===== src/rtl/pcore_types_pkg.sv =====
// Shared pipeline types: writeback result select, load formats and writeback FSM states.
package pcore_types_pkg;

  localparam int XLEN      = 32;
  localparam int RF_AWIDTH = 5;

  typedef enum logic [1:0] {
    WB_ALU  = 2'd0,
    WB_PC4  = 2'd1,
    WB_CSR  = 2'd2,
    WB_LOAD = 2'd3
  } wb_sel_e;

  typedef enum logic [2:0] {
    LD_B  = 3'd0,
    LD_H  = 3'd1,
    LD_W  = 3'd2,
    LD_BU = 3'd4,
    LD_HU = 3'd5
  } ld_ops_e;

  typedef enum logic {
    WB_IDLE    = 1'b0,
    WB_LD_WAIT = 1'b1
  } wb_state_e;

endpackage


===== src/rtl/writeback_unit_load_formatter.sv =====
// Combinational load formatter: picks the addressed byte/half of the aligned word
// and sign- or zero-extends it to XLEN.
module load_formatter
  import pcore_types_pkg::*;
#(
  parameter int XLEN = pcore_types_pkg::XLEN
) (
  input  logic [2:0]      ld_ops,
  input  logic [1:0]      offset,
  input  logic [XLEN-1:0] raw_data,
  output logic [XLEN-1:0] ld_data
);

  logic [7:0]  byte_sel;
  logic [15:0] half_sel;

  // Halfword offset bit 0 is ignored: the LSU only issues aligned halves.
  always_comb begin
    byte_sel = raw_data[{offset, 3'b000} +: 8];
    half_sel = raw_data[{offset[1], 4'b0000} +: 16];
    case (ld_ops)
      LD_B:    ld_data = {{(XLEN-8){byte_sel[7]}}, byte_sel};
      LD_BU:   ld_data = {{(XLEN-8){1'b0}}, byte_sel};
      LD_H:    ld_data = {{(XLEN-16){half_sel[15]}}, half_sel};
      LD_HU:   ld_data = {{(XLEN-16){1'b0}}, half_sel};
      default: ld_data = raw_data;
    endcase
  end

endmodule


===== src/rtl/writeback_unit.sv =====
// Writeback stage: owns the single register-file write port, selects the result source,
// waits for multi-cycle load data and stalls execute while a load is outstanding.
module writeback_unit
  import pcore_types_pkg::*;
#(
  parameter int XLEN      = pcore_types_pkg::XLEN,
  parameter int RF_AWIDTH = pcore_types_pkg::RF_AWIDTH
) (
  input  logic                 clk,
  input  logic                 rst_n,
  input  logic                 exe2wb_valid_i,
  input  logic                 exe2wb_rd_wr_req_i,
  input  logic [RF_AWIDTH-1:0] exe2wb_rd_addr_i,
  input  logic [1:0]           exe2wb_wb_sel_i,
  input  logic [XLEN-1:0]      exe2wb_alu_result_i,
  input  logic [XLEN-1:0]      exe2wb_pc_i,
  input  logic [XLEN-1:0]      exe2wb_csr_rdata_i,
  input  logic [2:0]           exe2wb_ld_ops_i,
  input  logic                 exe2wb_flush_i,
  input  logic                 lsu2wb_ld_valid_i,
  input  logic [XLEN-1:0]      lsu2wb_ld_data_i,
  output logic                 wb2exe_stall_o,
  output logic                 wb2idu_wr_req_o,
  output logic [RF_AWIDTH-1:0] wb2idu_rd_addr_o,
  output logic [XLEN-1:0]      wb2idu_rd_data_o,
  output wb_state_e            dbg_state_o
);

  // Handshake: execute presents an instruction with exe2wb_valid_i; it is taken on any
  // rising edge where valid is high and stall is low, otherwise execute holds it unchanged.

  wb_state_e state_q, state_d;

  logic                 accept;
  logic                 is_load;
  logic                 ld_done;
  logic                 wr_en_new;
  logic [XLEN-1:0]      result_sel;
  logic [XLEN-1:0]      ld_fmt_data;

  logic                 cap_wr_req_q;
  logic [RF_AWIDTH-1:0] cap_rd_addr_q;
  logic [2:0]           cap_ld_ops_q;
  logic [1:0]           cap_off_q;

  logic                 wr_req_q;
  logic [RF_AWIDTH-1:0] rd_addr_q;
  logic [XLEN-1:0]      rd_data_q;

  assign wb2exe_stall_o = (state_q == WB_LD_WAIT);
  assign accept         = exe2wb_valid_i & ~wb2exe_stall_o;
  assign is_load        = (exe2wb_wb_sel_i == WB_LOAD);
  // Flush beats a coincident load response.
  assign ld_done        = (state_q == WB_LD_WAIT) & lsu2wb_ld_valid_i & ~exe2wb_flush_i;
  assign wr_en_new      = exe2wb_rd_wr_req_i & (exe2wb_rd_addr_i != '0);

  always_comb begin
    result_sel = exe2wb_alu_result_i;
    case (exe2wb_wb_sel_i)
      WB_PC4:  result_sel = exe2wb_pc_i + XLEN'(4);
      WB_CSR:  result_sel = exe2wb_csr_rdata_i;
      default: result_sel = exe2wb_alu_result_i;
    endcase
  end

  load_formatter #(.XLEN(XLEN)) u_load_formatter (
    .ld_ops   (cap_ld_ops_q),
    .offset   (cap_off_q),
    .raw_data (lsu2wb_ld_data_i),
    .ld_data  (ld_fmt_data)
  );

  always_comb begin
    state_d = state_q;
    case (state_q)
      WB_IDLE: begin
        if (accept && is_load) state_d = WB_LD_WAIT;
      end
      WB_LD_WAIT: begin
        if (exe2wb_flush_i || lsu2wb_ld_valid_i) state_d = WB_IDLE;
      end
      default: state_d = WB_IDLE;
    endcase
  end

  always_ff @(posedge clk) begin
    if (!rst_n) begin
      state_q <= WB_IDLE;
    end else begin
      state_q <= state_d;
    end
  end

  always_ff @(posedge clk) begin
    if (!rst_n) begin
      cap_wr_req_q  <= 1'b0;
      cap_rd_addr_q <= '0;
      cap_ld_ops_q  <= 3'd0;
      cap_off_q     <= 2'd0;
    end else if (accept && is_load) begin
      cap_wr_req_q  <= wr_en_new;
      cap_rd_addr_q <= exe2wb_rd_addr_i;
      cap_ld_ops_q  <= exe2wb_ld_ops_i;
      cap_off_q     <= exe2wb_alu_result_i[1:0];
    end
  end

  // Address and data follow every completed instruction; only the enable is gated by x0.
  always_ff @(posedge clk) begin
    if (!rst_n) begin
      wr_req_q  <= 1'b0;
      rd_addr_q <= '0;
      rd_data_q <= '0;
    end else begin
      wr_req_q <= 1'b0;
      if (ld_done) begin
        wr_req_q  <= cap_wr_req_q;
        rd_addr_q <= cap_rd_addr_q;
        rd_data_q <= ld_fmt_data;
      end else if (accept && !is_load) begin
        wr_req_q  <= wr_en_new;
        rd_addr_q <= exe2wb_rd_addr_i;
        rd_data_q <= result_sel;
      end
    end
  end

  assign wb2idu_wr_req_o  = wr_req_q;
  assign wb2idu_rd_addr_o = rd_addr_q;
  assign wb2idu_rd_data_o = rd_data_q;
  assign dbg_state_o      = state_q;

endmodule


===== config.mk =====
export PLATFORM = sky130hd
export DESIGN_NAME = writeback_unit
export DESIGN_NICKNAME = d
export VERILOG_FILES = /design/src/rtl/pcore_types_pkg.sv /design/src/rtl/writeback_unit_load_formatter.sv /design/src/rtl/writeback_unit.sv
export SDC_FILE = /design/constraint.sdc
export NUM_CORES = 1
export LEC_CHECK = 0
export CAP_MARGIN = 15
export CORE_MARGIN = 8
export CORE_UTILIZATION = 42
export CTS_CLUSTER_DIAMETER = 40
export CTS_CLUSTER_SIZE = 30
export DETAILED_ROUTE_END_ITERATION = 8
export PLACE_DENSITY = 0.82
export SLEW_MARGIN = 20
export SYNTH_ARGS = -nofsm -noshare
export SYNTH_HDL_FRONTEND = slang
export SYNTH_SLANG_ARGS = --single-unit
export TNS_END_PERCENT = 1

===== constraint.sdc =====
create_clock -name clk -period 2.51 [get_ports clk]
set_input_delay 0.251 -clock clk [delete_from_list [all_inputs] [get_ports clk]]
set_output_delay 0.251 -clock clk [all_outputs]
set_load 0.02 [all_outputs]

======== Word-level counts from Yosys, hierarchy flattened ========
Index checks and enable logic that the tools add are counted.
cells by class
  bitwise logic cells ..................... 6
  shifts and indexed selects .............. 2
  equal/unequal tests ..................... 6
  reduce and logical (&&, ||, !) cells .... 7
  add/subtract/negate cells ............... 1
  multiplexer cells ....................... 11
operators by type and width
  operator                 number
  $pmux W32 S4             1
  $mux W32                 2
  $pmux W32 S2             1
  $add A32 B3 Y32 const B  1
  $shiftx A32 B6 Y16       1
  $shiftx A32 B6 Y8        1
  $mux W5                  2
  $eq A3 B3 Y1 const B     2
  $reduce_bool A5 Y1       1
  $and A1 B1 Y1            4
  $eq A2 B2 Y1 const B     2
  $mux W1                  4
  $eq A3 B1 Y1 const B     1
  $logic_not A3 Y1         1
  $eq A2 B1 Y1 const B     1
  $logic_and A1 B1 Y1      2
  $not A1 Y1               2
  $pmux W1 S2              1
  $reduce_bool A2 Y1       1
  $logic_not A1 Y1         1
  $logic_or A1 B1 Y1       1
storage, ports and cells
  logic and storage cells ................. 41
  flip-flop bits (word level) ............. 50
  output and inout port bits .............. 40
  input port bits ......................... 144

======== Depth between registers and ports, before layout ========
  word-level depth ........................ 5
  mapped depth ............................ 9
  depth with buffers taken out ............ 7

======== By module ========
A second synthesis with hierarchy kept.
unflattened totals
  cells, all modules ...................... 577
  area, all modules ....................... 4050.1 µm²
modules (own cells, without submodules)
  module          seq. area each (µm²)  cells each  area an instance (µm²)  instances
  writeback_unit  1001.0                468         3422.0                  1
  load_formatter  0.0                   109         628.1                   1

======== Worst setup path before layout ========
No wires, ideal clock.
  kind .................................... input port to flip-flop
  start ................................... input port exe2wb_wb_sel_i[0]
  end ..................................... register rd_data_q[1], in the netlist wb2idu_rd_data_o[1]
  setup slack ............................. 701 ps
  data arrival time ....................... 1676 ps
  buffers on the path ..................... 3
  data required time ...................... 2378 ps
  stages .................................. 8
  library setup time ...................... 132 ps
  cell sequence ........................... inv_1 ha_1 clkbuf_1 clkbuf_1 clkbuf_1 o21ai_0 a22oi_1 a21oi_1
on the way
  word-level cells in the longest chain between the ends .. 4
  elaborated cells between the ends (all ways) .. 9
  classes of those cells .................. 3 x eq/ne; 3 x mux; 3 x reduce/logical
ends and longest elaborated chain
  item                                              RTL line                                     source
  start: declaration                                writeback_unit.sv:14                         input logic [1:0] exe2wb_wb_sel_i,
  $eq A2 B2 Y1 (tied with other cells)              writeback_unit.sv:59                         case (exe2wb_wb_sel_i)
  $pmux W32 S2 or $logic_not A1 Y1 (tied branches)  writeback_unit.sv:59, writeback_unit.sv:120
  $mux W32 or $logic_and A1 B1 Y1 (tied branches)   writeback_unit.sv:120                        end else if (accept && !is_load) begin
  $mux W32 or $reduce_bool A2 Y1 (tied branches)    --
  end signal: assignment                            writeback_unit.sv:119                        rd_data_q <= ld_fmt_data;
  end signal: assignment                            writeback_unit.sv:123                        rd_data_q <= result_sel;
  end: declaration                                  writeback_unit.sv:48                         logic [XLEN-1:0] rd_data_q;
Several ways; a longest one is shown, not always the timed one. The select of a mux whose other input is x is not followed.
A chain may end at the register's enable or synchronous reset.

======== Final worst setup path ========
  start ................................... input port exe2wb_wb_sel_i[0]
  end ..................................... register rd_data_q[10], in the netlist wb2idu_rd_data_o[10]
Same word-level chain as after synthesis.

==> flow_results.xml <==
<?xml version="1.0" encoding="UTF-8"?>
<metrics>
  <group name="placement">
    <metric name="port_buffers" unit="">183</metric>
    <metric name="hpwlAfterDp" unit="um">14300</metric>
    <metric name="gp_routability_congestion" unit="">0.923</metric>
    <metric name="post_dp_cell_area" unit="um^2">5970</metric>
  </group>
  <group name="sta">
    <metric name="fin_worst_skew" unit="ns">0.00582</metric>
    <metric name="hold_viol_final" unit="">0</metric>
    <metric name="final_max_slew_viol_count" unit="">0</metric>
    <metric name="fmaxAchievable" unit="GHz">0.490</metric>
    <metric name="grt_setup_unrepaired" unit="">no</metric>
    <metric name="worstMarginPinSlew" unit="ns">0.619</metric>
    <metric name="finalSetupTns" unit="ns">0</metric>
    <metric name="maxSlewHeadroom" unit="">0.588</metric>
    <metric name="final_critical_path_required_period" unit="ns">2.04</metric>
    <metric name="layout_worst_path_cycle_share" unit="">0.814</metric>
    <metric name="setup_violations" unit="">0</metric>
  </group>
  <group name="yosys">
    <metric name="synth.yosys.seq_area_share" unit="">0.257</metric>
    <metric name="ys_top_cells_by_area" unit="">sky130_fd_sc_hd__dfxtp_1 (26%), sky130_fd_sc_hd__nand2_1 (6.4%), sky130_fd_sc_hd__nor2_1 (3.9%)</metric>
    <metric name="yosys_most_used_dff" unit="">sky130_fd_sc_hd__dfxtp_1</metric>
    <metric name="number_of_enable_type_register_cells_in_the_synthesized_netlist" unit="">0</metric>
    <metric name="synth_cell_types" unit="">63</metric>
    <metric name="synth.net_count" unit="">657</metric>
    <metric name="postSynthRegisterBits" unit="">50</metric>
    <metric name="synth.cell_area" unit="um^2">3890</metric>
    <metric name="netlist_top_cells_count" unit="">sky130_fd_sc_hd__nand2_1 (66), sky130_fd_sc_hd__dfxtp_1 (50), sky130_fd_sc_hd__nor2_1 (40)</metric>
    <metric name="ys.warnings.count" unit="">0</metric>
    <metric name="yosys.cell_count.top_type" unit="">sky130_fd_sc_hd__nand2_1</metric>
    <metric name="yosys.area.top_type" unit="">sky130_fd_sc_hd__dfxtp_1</metric>
    <metric name="synth_async_sr_flop_share" unit="">0</metric>
    <metric name="synth_top_cell_area_share" unit="">0.257</metric>
    <metric name="netlist_instances" unit="">509</metric>
    <metric name="postSynthAreaPerCell" unit="um^2">7.64</metric>
  </group>
  <group name="grt">
    <metric name="groute.usage.overall" unit="">0.270</metric>
    <metric name="grt_overflow_total" unit="">0</metric>
    <metric name="grt_pass1_vias" unit="">4897</metric>
    <metric name="grt_start_max_net_pins" unit="">33</metric>
    <metric name="global_route_wire_length_before_repair" unit="um">27200</metric>
    <metric name="antenna_found_initial" unit="">0</metric>
  </group>
  <group name="critical_path">
    <metric name="regToRegStartpoint" unit="">cap_off_q[1]$_SDFFE_PN0P_</metric>
    <metric name="rrSetupSlack" unit="ns">0.55</metric>
    <metric name="criticalPathCategory" unit="">in -&gt; reg</metric>
    <metric name="critical_path.endpoint" unit="">wb2idu_rd_data_o[10]$_SDFFE_PN0P_</metric>
    <metric name="cp_data_required_time" unit="ns">2.69</metric>
    <metric name="worstSetupStartpoint" unit="">exe2wb_wb_sel_i[0]</metric>
    <metric name="worstPathCellList" unit="">clkdlybuf4s50_1 &gt; ha_1 &gt; nor3b_2 &gt; buf_4 &gt; nand2_1 &gt; a221oi_1 &gt; a2111oi_0</metric>
    <metric name="rr_endpoint" unit="">wb2idu_rd_data_o[7]$_SDFFE_PN0P_</metric>
    <metric name="ff2ff_path_depth" unit="">8</metric>
    <metric name="worst_setup_path_start_kind" unit="">primary input</metric>
    <metric name="setup.worst_path.end_class" unit="">flip-flop</metric>
    <metric name="cp_data_arrival_time" unit="ns">2.22</metric>
    <metric name="crit_path_max_incr_delay" unit="ns">0.46</metric>
    <metric name="crit_path_max_fanout" unit="">8</metric>
    <metric name="critical_path.slowest_cell" unit="">sky130_fd_sc_hd__clkdlybuf4s50_1</metric>
  </group>
  <group name="routing">
    <metric name="drtPass1Iterations" unit="">6</metric>
    <metric name="drt_iter0_markers" unit="">472</metric>
    <metric name="wire_per_inst" unit="um">22.1</metric>
    <metric name="antenna_left" unit="">0</metric>
    <metric name="drt_wl_total" unit="um">17800</metric>
    <metric name="vias" unit="">4984</metric>
    <metric name="drt-vias-per-instance" unit="">6.21</metric>
    <metric name="route.detailed.drc" unit="">0</metric>
  </group>
  <group name="die">
    <metric name="row_count" unit="">35</metric>
    <metric name="core_region_area" unit="um^2">9110</metric>
    <metric name="io_pins" unit="">184</metric>
    <metric name="initial_utilization" unit="">0.427</metric>
    <metric name="die_x" unit="um">112</metric>
    <metric name="dieHeight" unit="um">112</metric>
    <metric name="die-area" unit="um^2">12600</metric>
  </group>
  <group name="clock_tree">
    <metric name="ctsRootBufferMaster" unit="">sky130_fd_sc_hd__clkbuf_8</metric>
    <metric name="cts_max_level" unit="">2</metric>
    <metric name="clk_lat_worst_skew" unit="ns">0.31</metric>
    <metric name="cts_made_buffers" unit="">5</metric>
    <metric name="cts.hold.buffers_added" unit="">0</metric>
    <metric name="cts_tree" unit="">done</metric>
    <metric name="clock_sinks" unit="">50</metric>
    <metric name="post_cts_resize_count" unit="">0</metric>
    <metric name="cts_buffer_depth" unit="">2</metric>
    <metric name="postCtsSetupRepairBufs" unit="">0</metric>
    <metric name="clkSlewWorstSetupHoldPaths" unit="ns">0.10</metric>
  </group>
  <group name="power">
    <metric name="p_int" unit="uW">1610</metric>
    <metric name="p_comb_frac" unit="">0.375</metric>
    <metric name="power.clock.fraction" unit="">0.258</metric>
    <metric name="pwr-share-seq" unit="">0.367</metric>
    <metric name="leakage" unit="uW">0.00228</metric>
    <metric name="vdd_drop_max" unit="mV">0.309</metric>
    <metric name="netSwitchingPower" unit="uW">803</metric>
    <metric name="p_sw_frac" unit="">0.332</metric>
    <metric name="cellPowerDensity" unit="nW/um^2">397</metric>
  </group>
  <group name="layout">
    <metric name="finish.net_count" unit="">839</metric>
    <metric name="inserted_diodes" unit="">0</metric>
    <metric name="final_cell_area" unit="um^2">6080</metric>
    <metric name="multi_input_area" unit="um^2">2670</metric>
    <metric name="seqCellArea" unit="um^2">1000</metric>
    <metric name="syn_to_final_growth" unit="%">56.4</metric>
    <metric name="layout-drive-gt1-share" unit="">0.0853</metric>
    <metric name="final_core_util" unit="">0.668</metric>
    <metric name="nFillCells" unit="">783</metric>
  </group>
  <group name="hold_path">
    <metric name="hold_path_class" unit="">reg -&gt; reg</metric>
    <metric name="worst_hold_path.num_cells" unit="">2</metric>
  </group>
  <group name="flow_run">
    <metric name="drv.max_cap_violation_count" unit="">0</metric>
  </group>
  <group name="outcome">
    <metric name="status" unit="">completed</metric>
  </group>
</metrics>
-- kinds of logic after synthesis --
family / count (synthesis) / synth area share
AO/OA/AOI/OAI: 177 / 0.333
AND/OR/NAND/NOR: 177 / 0.228
buffers and inverters: 58 / 0.0582
flip-flops: 50 / 0.257
XOR/XNOR: 24 / 0.0541
multiplexers: 19 / 0.0563
adder cells (fa/ha/maj): 4 / 0.0129
-- flip-flops by register name, indices dropped and copies added, names as in the netlist --
name	flops
wb2idu_rd_data_o	32
cap_rd_addr_q	5
wb2idu_rd_addr_o	5
cap_ld_ops_q	3
cap_off_q	2
cap_wr_req_q	1
dbg_state_o	1
wb2idu_wr_req_o	1
-- critical path: cells and delay by family --
kind / cells / cell delay (ns)
AO/OA/AOI/OAI: 2 / 0.54
adder cells (fa/ha/maj): 1 / 0.26
buffers and inverters: 2 / 0.69
AND/OR/NAND/NOR: 2 / 0.49
-- power groups by stage --
stage / Clock, uW / Sequential, uW / Combinational [uW]
floorplan: 0 / 950 / 330
global placement: 0 / 903 / 879
detailed placement: 0 / 903 / 890
CTS: 624 / 885 / 896
global route: 649 / 891 / 959
finish: 623 / 886 / 906
-- layer usage --
metal,up-vias,track usage,wire length (um)
met3,28,0.0564,1600
met1,2377,0.356,7550
met4,0,0.0638,359
met2,273,0.438,8270
met5,-,0,0
li1,2306,-,-
-- layout make-up --
class,count,area share
clock buffer,5,0.0113
clock inverter,3,0.00802
inverter,16,0.00987
multi-input combinational,401,0.438
sequential,50,0.165
tap,111,0.0228
timing repair buffer,217,0.345
-- per-stage QoR --
| stage | power, uW | setup WS [ns] | hold slack [ns] | cells |
|---|---|---|---|---|
| global placement | 1780 | 0.214 | 0.444 | 795 |
| detailed placement | 1790 | 0.201 | 0.454 | 795 |
| CTS | 2400 | 0.523 | 0.470 | 803 |
| global route | 2500 | 0.341 | 0.483 | 803 |
| finish | 2420 | 0.468 | 0.464 | 803 |
| floorplan | 1280 | 0.701 | 0.395 | 509 |
-- placed cells by master, fill, tap and decap left out, types with 10 or more instances in the layout --
master and instances:
sky130_fd_sc_hd__nand3_1 14, sky130_fd_sc_hd__clkdlybuf4s50_1 183, sky130_fd_sc_hd__xor2_1 16, sky130_fd_sc_hd__buf_4 33
sky130_fd_sc_hd__dfxtp_1 50, sky130_fd_sc_hd__nor2_1 40, sky130_fd_sc_hd__a211oi_1 14, sky130_fd_sc_hd__inv_1 14
sky130_fd_sc_hd__nand2_1 66, sky130_fd_sc_hd__o21ai_0 25, sky130_fd_sc_hd__a21oi_1 28, sky130_fd_sc_hd__a22oi_1 13
sky130_fd_sc_hd__a221oi_1 15, sky130_fd_sc_hd__mux2i_1 14, sky130_fd_sc_hd__o221ai_1 10, sky130_fd_sc_hd__a31oi_1 10
sky130_fd_sc_hd__a22o_1 16, sky130_fd_sc_hd__nor4_1 11
-- worst min path at each step --
| stage | from | to |
|---|---|---|
| 2_1_floorplan | exe2wb_ld_ops_i[0] | cap_ld_ops_q[0]$_SDFFE_PN0P_ |
| 3_3_place_gp | wb2idu_rd_addr_o[1]$_SDFFE_PN0P_ | wb2idu_rd_addr_o[1]$_SDFFE_PN0P_ |
| 3_5_place_dp | wb2idu_rd_addr_o[2]$_SDFFE_PN0P_ | wb2idu_rd_addr_o[2]$_SDFFE_PN0P_ |
| 4_1_cts | wb2idu_rd_addr_o[2]$_SDFFE_PN0P_ | wb2idu_rd_addr_o[2]$_SDFFE_PN0P_ |
| 5_1_grt | wb2idu_rd_addr_o[2]$_SDFFE_PN0P_ | wb2idu_rd_addr_o[2]$_SDFFE_PN0P_ |
| 6_report | wb2idu_rd_addr_o[3]$_SDFFE_PN0P_ | wb2idu_rd_addr_o[3]$_SDFFE_PN0P_ |
Note: power is estimated with default switching activity, not from simulation.
